[config.mk]
export PLATFORM = sky130hd
export DESIGN_NAME = match_event_monitor_flat
export DESIGN_NICKNAME = d
export VERILOG_FILES = /design/src/rtl/match_event_monitor_if.sv /design/src/rtl/match_event_monitor.sv /design/src/flat_wrapper.sv
export SDC_FILE = /design/constraint.sdc
export NUM_CORES = 1
export LEC_CHECK = 0
export CAP_MARGIN = 0
export CORE_MARGIN = 2
export CORE_UTILIZATION = 47
export CTS_CLUSTER_DIAMETER = 120
export DETAILED_ROUTE_END_ITERATION = 8
export PLACE_DENSITY_LB_ADDON = 0.08
export SYNTH_ARGS = -nofsm -noshare
export SYNTH_HDL_FRONTEND = slang
export SYNTH_SLANG_ARGS = --single-unit
[constraint.sdc]
create_clock -name clk -period 4.85 [get_ports clk]
set_clock_uncertainty 0.1 [all_clocks]
set_input_delay 1.455 -clock clk [delete_from_list [all_inputs] [get_ports clk]]
set_output_delay 1.455 -clock clk [all_outputs]
set_load 0.02 [all_outputs]
[src/rtl/match_event_monitor_if.sv]
// Bus between the match event monitor and its driver: detector match level,
// control strobes, threshold, and the monitor's status outputs.
interface match_event_monitor_if #(
  parameter int unsigned CNT_W = 8
);
  logic             en;
  logic             match_in;
  logic             clr_total;
  logic             alarm_ack;
  logic [CNT_W-1:0] thresh;
  logic [CNT_W-1:0] total_count;
  logic [CNT_W-1:0] win_count;
  logic             win_valid;
  logic             alarm;

  modport master (
    output en,
    output match_in,
    output clr_total,
    output alarm_ack,
    output thresh,
    input  total_count,
    input  win_count,
    input  win_valid,
    input  alarm
  );

  modport slave (
    input  en,
    input  match_in,
    input  clr_total,
    input  alarm_ack,
    input  thresh,
    output total_count,
    output win_count,
    output win_valid,
    output alarm
  );
endinterface

[src/rtl/match_event_monitor.sv]
// Match event monitor: edge-qualifies the detector match level, keeps a
// saturating running total, counts matches per fixed window and raises a
// sticky alarm when a closing window's count reaches the threshold.
module match_event_monitor #(
  parameter int unsigned CNT_W   = 8,
  parameter int unsigned WIN_LEN = 256,
  parameter int unsigned TMR_W   = 16
) (
  input logic                clk,
  input logic                rst,
  match_event_monitor_if.slave bus
);

  localparam logic [TMR_W-1:0] TmrLast = TMR_W'(WIN_LEN - 1);
  localparam logic [CNT_W-1:0] CntMax  = {CNT_W{1'b1}};

  typedef enum logic [0:0] {StIdle, StAlarm} state_e;

  state_e           state_q, state_d;
  logic             match_q;
  logic [TMR_W-1:0] timer_q, timer_d;
  logic [CNT_W-1:0] acc_q, acc_d;
  logic [CNT_W-1:0] total_q, total_d;
  logic [CNT_W-1:0] win_count_q, win_count_d;
  logic             win_valid_q, win_valid_d;

  logic             evt;
  logic             close;
  logic [CNT_W-1:0] acc_inc;
  logic             alarm_set;

  // Event qualification, window close detect and the closing count.
  always_comb begin
    evt       = bus.en & bus.match_in & ~match_q;
    close     = bus.en & (timer_q == TmrLast);
    acc_inc   = (evt && (acc_q != CntMax)) ? acc_q + CNT_W'(1) : acc_q;
    alarm_set = close && (bus.thresh != '0) && (acc_inc >= bus.thresh);
  end

  // Datapath next state: total, window timer, accumulator and window result.
  always_comb begin
    total_d     = total_q;
    timer_d     = timer_q;
    acc_d       = acc_q;
    win_count_d = win_count_q;
    win_valid_d = 1'b0;

    // Clear beats a coincident event; the event is dropped.
    if (bus.clr_total) begin
      total_d = '0;
    end else if (evt && (total_q != CntMax)) begin
      total_d = total_q + CNT_W'(1);
    end

    if (bus.en) begin
      if (close) begin
        // An event in the close cycle belongs to the closing window.
        timer_d     = '0;
        acc_d       = '0;
        win_count_d = acc_inc;
        win_valid_d = 1'b1;
      end else begin
        timer_d = timer_q + TMR_W'(1);
        acc_d   = acc_inc;
      end
    end
  end

  // Alarm FSM next state; a set condition wins over a same-cycle ack.
  always_comb begin
    state_d = state_q;
    unique case (state_q)
      StIdle: begin
        if (alarm_set) state_d = StAlarm;
      end
      StAlarm: begin
        if (!alarm_set && bus.alarm_ack) state_d = StIdle;
      end
      default: state_d = StIdle;
    endcase
  end

  // State registers with synchronous reset.
  always_ff @(posedge clk) begin
    if (rst) begin
      state_q     <= StIdle;
      match_q     <= 1'b0;
      timer_q     <= '0;
      acc_q       <= '0;
      total_q     <= '0;
      win_count_q <= '0;
      win_valid_q <= 1'b0;
    end else begin
      state_q     <= state_d;
      match_q     <= bus.match_in;
      timer_q     <= timer_d;
      acc_q       <= acc_d;
      total_q     <= total_d;
      win_count_q <= win_count_d;
      win_valid_q <= win_valid_d;
    end
  end

  assign bus.total_count = total_q;
  assign bus.win_count   = win_count_q;
  assign bus.win_valid   = win_valid_q;
  assign bus.alarm       = (state_q == StAlarm);

endmodule
[src/flat_wrapper.sv]
// flat-port wrapper written by rule: the top's interface ports become plain ports
module match_event_monitor_flat 
#(
  parameter int unsigned CNT_W   = 8,
  parameter int unsigned WIN_LEN = 256,
  parameter int unsigned TMR_W   = 16
)
  (clk, rst, bus_en, bus_match_in, bus_clr_total, bus_alarm_ack, bus_thresh, bus_total_count, bus_win_count, bus_win_valid, bus_alarm);
  match_event_monitor_if #(.CNT_W(CNT_W)) bus_i ();
  input logic clk;
  input logic rst;
  input wire logic [$bits(bus_i.en)-1:0] bus_en;
  input wire logic [$bits(bus_i.match_in)-1:0] bus_match_in;
  input wire logic [$bits(bus_i.clr_total)-1:0] bus_clr_total;
  input wire logic [$bits(bus_i.alarm_ack)-1:0] bus_alarm_ack;
  input wire logic [$bits(bus_i.thresh)-1:0] bus_thresh;
  output wire logic [$bits(bus_i.total_count)-1:0] bus_total_count;
  output wire logic [$bits(bus_i.win_count)-1:0] bus_win_count;
  output wire logic [$bits(bus_i.win_valid)-1:0] bus_win_valid;
  output wire logic [$bits(bus_i.alarm)-1:0] bus_alarm;
  assign bus_i.en = bus_en;
  assign bus_i.match_in = bus_match_in;
  assign bus_i.clr_total = bus_clr_total;
  assign bus_i.alarm_ack = bus_alarm_ack;
  assign bus_i.thresh = bus_thresh;
  assign bus_total_count = bus_i.total_count;
  assign bus_win_count = bus_i.win_count;
  assign bus_win_valid = bus_i.win_valid;
  assign bus_alarm = bus_i.alarm;
  match_event_monitor #(.CNT_W(CNT_W), .WIN_LEN(WIN_LEN), .TMR_W(TMR_W)) u_core (.clk(clk), .rst(rst), .bus(bus_i));
endmodule
-- Yosys cells after proc, flatten, opt, wreduce, memory -nomap -nowiden
Cells that the tools add are included.
- register bits after elaboration: 43
- output and inout port bits: 18
- add/sub/neg operators: 3
- $lt $le $gt $ge: 1
- equality and inequality tests: 3
- mux-type cells: 7
- bitwise operators: 6
- reductions and logical operators: 10
- operators with widths (kind ; number):
    adder 16 x 1 -> 16 bit, second input constant ; 1
    adder 8 x 1 -> 8 bit, second input constant ; 2
    == test 16 x 8 -> 1 bit, second input constant ; 1
    2-to-1 mux 16 bit ; 1
    2-to-1 mux 8 bit ; 2
    inequality test 8 bit, second input constant ; 2
    greater-or-equal comparator 8 bit ; 1
    nonzero test 8 bit ; 1
    logical AND 1 bit ; 5
    OR reduction 2 bit ; 2
    AND 1 bit ; 3
    2-to-1 mux 1 bit ; 3
    NOT 1 bit ; 3
    one-hot mux 1 bit (2 select lines) ; 1
    AND reduction 2 bit ; 1
    zero test 1 bit ; 1

-- Logic depth before layout (Yosys ltp)
- depth after elaboration: 10
- gate-level depth with buffers: 11

-- Worst setup path after synthesis
Ideal clock, no wire load.
- kind: input to register
- from: input bus_en
- to: register u_core.state_q, in the netlist u_core.bus.alarm
- arrival time: 3453 ps
- data required time: 4626 ps
- slack: 1173 ps
- stages: 10
- cells stage by stage: and3b_1 -> clkbuf_1 -> nand2_1 -> or4b_2 -> o21ai_0 -> inv_1 -> ha_1 -> and4_1 -> a221oi_1 -> o21ai_1
- word-level cells in the longest chain between the ends: 10
- ends and longest elaborated chain (what ; RTL line ; source):
    start, declared ; flat_wrapper.sv:12 ; input wire logic [$bits(bus_i.en)-1:0] bus_en;
    AND 1 bit (*) (2 in a row) ; match_event_monitor.sv:34 ; evt = bus.en & bus.match_in & ~match_q;
    logical AND 1 bit (*) ; match_event_monitor.sv:36 ; acc_inc = (evt && (acc_q != CntMax)) ? acc_q + CNT_W'(1) : acc_q;
    2-to-1 mux 8 bit (*) ; match_event_monitor.sv:36 ;
    net u_core.acc_inc[6] ; match_event_monitor.sv:29 ; logic [CNT_W-1:0] acc_inc;
    greater-or-equal comparator 8 bit (*) ; match_event_monitor.sv:37 ; alarm_set = close && (bus.thresh != '0) && (acc_inc >= bus.thresh);
    logical AND 1 bit (*) ; match_event_monitor.sv:37 ;
    zero test 1 bit ; match_event_monitor.sv:77 ; if (!alarm_set && bus.alarm_ack) state_d = StIdle;
    logical AND 1 bit ; match_event_monitor.sv:77 ;
    2-to-1 mux 1 bit ; match_event_monitor.sv:77 ;
    one-hot mux 1 bit (2 select lines) (*) ; match_event_monitor.sv:72 ; unique case (state_q)
    end signal, assigned ; match_event_monitor.sv:86 ; state_q <= StIdle;
    end signal, assigned ; match_event_monitor.sv:94 ; state_q <= state_d;
    end, declared ; match_event_monitor.sv:19 ; state_e state_q, state_d;
Mark *: on every way through the listed nets, which the timed path passes. The rest lies on a longest branch.
A chain may end at the register's enable or synchronous reset.

-- Worst setup path in the final report
- from: input bus_match_in
- to: register u_core.state_q, in the netlist u_core.bus.alarm
- word-level cells in the longest chain between the ends: 10
- ends and longest elaborated chain (what ; RTL line ; source):
    start, declared ; flat_wrapper.sv:13 ; input wire logic [$bits(bus_i.match_in)-1:0] bus_match_in;
    AND 1 bit (*) (2 in a row) ; match_event_monitor.sv:34 ;
    logical AND 1 bit (*) ; match_event_monitor.sv:36 ;
    2-to-1 mux 8 bit (*) ; match_event_monitor.sv:36 ;
    net u_core.acc_inc[6] ; match_event_monitor.sv:29 ;
    greater-or-equal comparator 8 bit (*) ; match_event_monitor.sv:37 ;
    logical AND 1 bit (*) ; match_event_monitor.sv:37 ;
    zero test 1 bit ; match_event_monitor.sv:77 ;
    logical AND 1 bit ; match_event_monitor.sv:77 ;
    2-to-1 mux 1 bit ; match_event_monitor.sv:77 ;
    one-hot mux 1 bit (2 select lines) (*) ; match_event_monitor.sv:72 ;
Marks and branches as above.

==> impl_metrics.toml <==
[sta]
slew_headroom = 0.4137
max_freq_mhz = 252.6
setup_violations = 0
timing_worst_slew_pin_value_ps = 857.3
timing.setup.tns_ps = 0
timing_max_transition_violations_final = 0
rsz0062_at_grt = "false"
timing.hold.ws_ps = 369.8
final_hold_viol_count = 0
timing.final.crit_period_ps = 3959
fin_crit_sh = 0.8163

[floorplanning]
fp-row-count = 24
die_width_um = 71.02
count_of_pins_on_the_block_boundary = 32
die_height_um = 71.02
design.die.area_um2 = 5043
initial_cell_density_of_the_core = 0.4848
design.core.area_um2 = 4354

[logic_synthesis]
count_of_cell_types_in_the_netlist = 44
async_flop_share = 0
post_synth_main_area_contributors = "sky130_fd_sc_hd__dfxtp_1 41%, sky130_fd_sc_hd__ha_1 6.5%, sky130_fd_sc_hd__xor2_1 6.2%"
post-synth-top-count-cell = "sky130_fd_sc_hd__dfxtp_1"
post_synth.cell_area_avg_um2 = 8.686
yosys-top-cells-count = "43 x sky130_fd_sc_hd__dfxtp_1, 27 x sky130_fd_sc_hd__nand2_1, 26 x sky130_fd_sc_hd__nor2_1"
synth_warnings = 0
yosys_most_used_dff = "sky130_fd_sc_hd__dfxtp_1"
synth_seq_cells = 43
synth_fp_nets = 268
number_of_flops_mapped_to_enable_cells_by_yosys = 0
synth_area_leader_cell = "sky130_fd_sc_hd__dfxtp_1"
synth_top_area_share = 0.4078
synth_sequential_area_ratio = 0.4078
synthesis.instances = 243
synth_area_um2 = 2111

[run]
max_cap_violations = 0

[global_routing]
grt_pass1_vias = 1618
grt_first_pass_wirelength_um = 7120
grt_start_max_net_pins = 14
grt_antenna_before_repair = 0
gr_layer_usage_met1 = 0.2631
grt_util_met2 = 0.2430
globalRouteTotalUtil = 0.1786
gr-usage-met3 = 0.03704
global_route.overflow_total = 0
busiest_layer = "met1"

[clock_network]
cts_made_buffers = 5
clockRootBuffer = "sky130_fd_sc_hd__clkbuf_8"
tritoncts = "yes"
clk_latency_ps = 300
clk_transition_reported_paths_ps = 80
cts_resized = 0
cts_setup_buffers = 0
cts.sinks = 43
clockBufferDepth = 2
h-tree-depth = 2
cts_hold_buffers = 0

[cells_and_area]
post_route_cells_drive_above_1_share = 0.07220
n_antenna_cell = 0
syn2layout_area_growth_pct = 21.70
finalInstanceArea_um2 = 2569
final_nets = 301

[status]
status = "finished clean"

[setup_path]
timing.critical_path.fanout_max = 6
critical_path_endpoint_category = "flip-flop"
worst-path-buf-inv = 2
worstPathCellList = "clkdlybuf4s50_1, and3b_1, nand2_1, or4b_2, o21ai_0, inv_1, ha_1, and4_1, a221oi_1, o21ai_1"
critical_path.slowest_cell = "sky130_fd_sc_hd__or4b_2"
timing.critical_path.from_type = "input pin"
worst-endpoint-arrival_ps = 4040
setup.worst_path.class = "in2reg"
timing.critical_path.slowest_cell_delay_ps = 590
family_with_the_most_delay_on_the_worst_path = "simple AND/OR/NAND/NOR gates"
reg2reg_slack_ps = 1780
crit_required_ps = 4930

[routing]
drt_drc_violations_left = 0
post_drt_wl_per_cell_um = 12.38
drt_first_iter_violations = 71
postRouteAntennaNets = 0
firstDrtPassIters = 4
detailroute.via_count = 1686
routed_wl_um = 4072
detail_route.vias_per_cell = 5.125

[power]
power-per-cell-area_nw_per_um2 = 254.0
max-vdd-ir-drop_mv = 0.1386
leakagePower_uw = 0.001002

[placement]
globalplace.congestion = 0.8084
detailed_place_hpwl_um = 3053
numPortBuffers = 31
place_area_um2 = 2465

[min_path]
worst_hold_path_type = "reg2reg"
[where the power goes]
| group | switching [uW] | internal, uW |
|---|---|---|
| Combinational | 20.8 | 20.1 |
| Clock | 124 | 130 |
| Sequential | 2.75 | 355 |
| Total | 147 | 505 |
[layout by cell type (no fill, tap or decap), drive strengths merged, types with 6 or more instances in the layout]
| cell type | instances |
|---|---|
| clkbuf | 7 |
| ha | 11 |
| o2bb2ai | 6 |
| dfxtp | 43 |
| xor2 | 15 |
| inv | 17 |
| nand4 | 8 |
| clkdlybuf4s50 | 31 |
| xnor2 | 6 |
| nor2 | 28 |
| nand2 | 28 |
| o21ai | 12 |
| nand3 | 14 |
[sequential cells by signal, summed over array words and instances, names as in the netlist]
signal                  count
u_core.bus.alarm            1
u_core.match_q              1
u_core.acc_q                8
u_core.bus.win_count        8
u_core.bus.win_valid        1
u_core.timer_q             16
u_core.bus.total_count      8
[metal layers]
layer | share of wire | routed length, um | vias to the layer above
met3 | 0.036 | 147 | 5
met1 | 0.54 | 2182 | 735
met4 | 0.020 | 81 | 0
met2 | 0.41 | 1660 | 36
met5 | 0 | 0 | -
li1 | - | - | 910
[area by class of cell]
cell class                      count  area (um^2)
Clock buffer                        7        96.34
Clock inverter                      1        7.507
Fill cell                         397         1785
Inverter                           18        72.57
Multi-Input combinational cell    176         1149
Sequential cell                    43        860.8
Tap cell                           52        65.06
Timing Repair Buffer               32        317.8
[cells by family after synthesis]
| kind of cell | count (synthesis) | share of synthesized area |
|---|---|---|
| compound gates | 34 | 0.1162 |
| xor+xnor | 21 | 0.08714 |
| fa+ha+maj | 11 | 0.06520 |
| buf+inv | 24 | 0.04802 |
| flops | 43 | 0.4078 |
| mux | 4 | 0.01897 |
| simple gates | 106 | 0.2567 |
[metrics by stage]
step	cells	worst slack [ps]	util	total power [uW]
floorplan	243	1173	-	389.9
global placement	321	646.6	0.5661	407.5
detailed placement	321	582.8	0.5661	407.4
CTS	329	873.1	0.5899	661.1
global route	329	676.1	0.5899	681.8
finish	329	891.1	0.5899	652.4
[path summary, 6_finish.rpt]
check,startpoint,endpoint,cells after the start
min reg2reg,u_core.bus.win_count[0],u_core.bus.win_count[0],1
max,bus_match_in,u_core.bus.alarm,10
min,u_core.bus.win_count[0],u_core.bus.win_count[0],1
max reg2reg,u_core.acc_q[0],u_core.bus.alarm,11
Note: power is estimated with default switching activity, not from simulation.
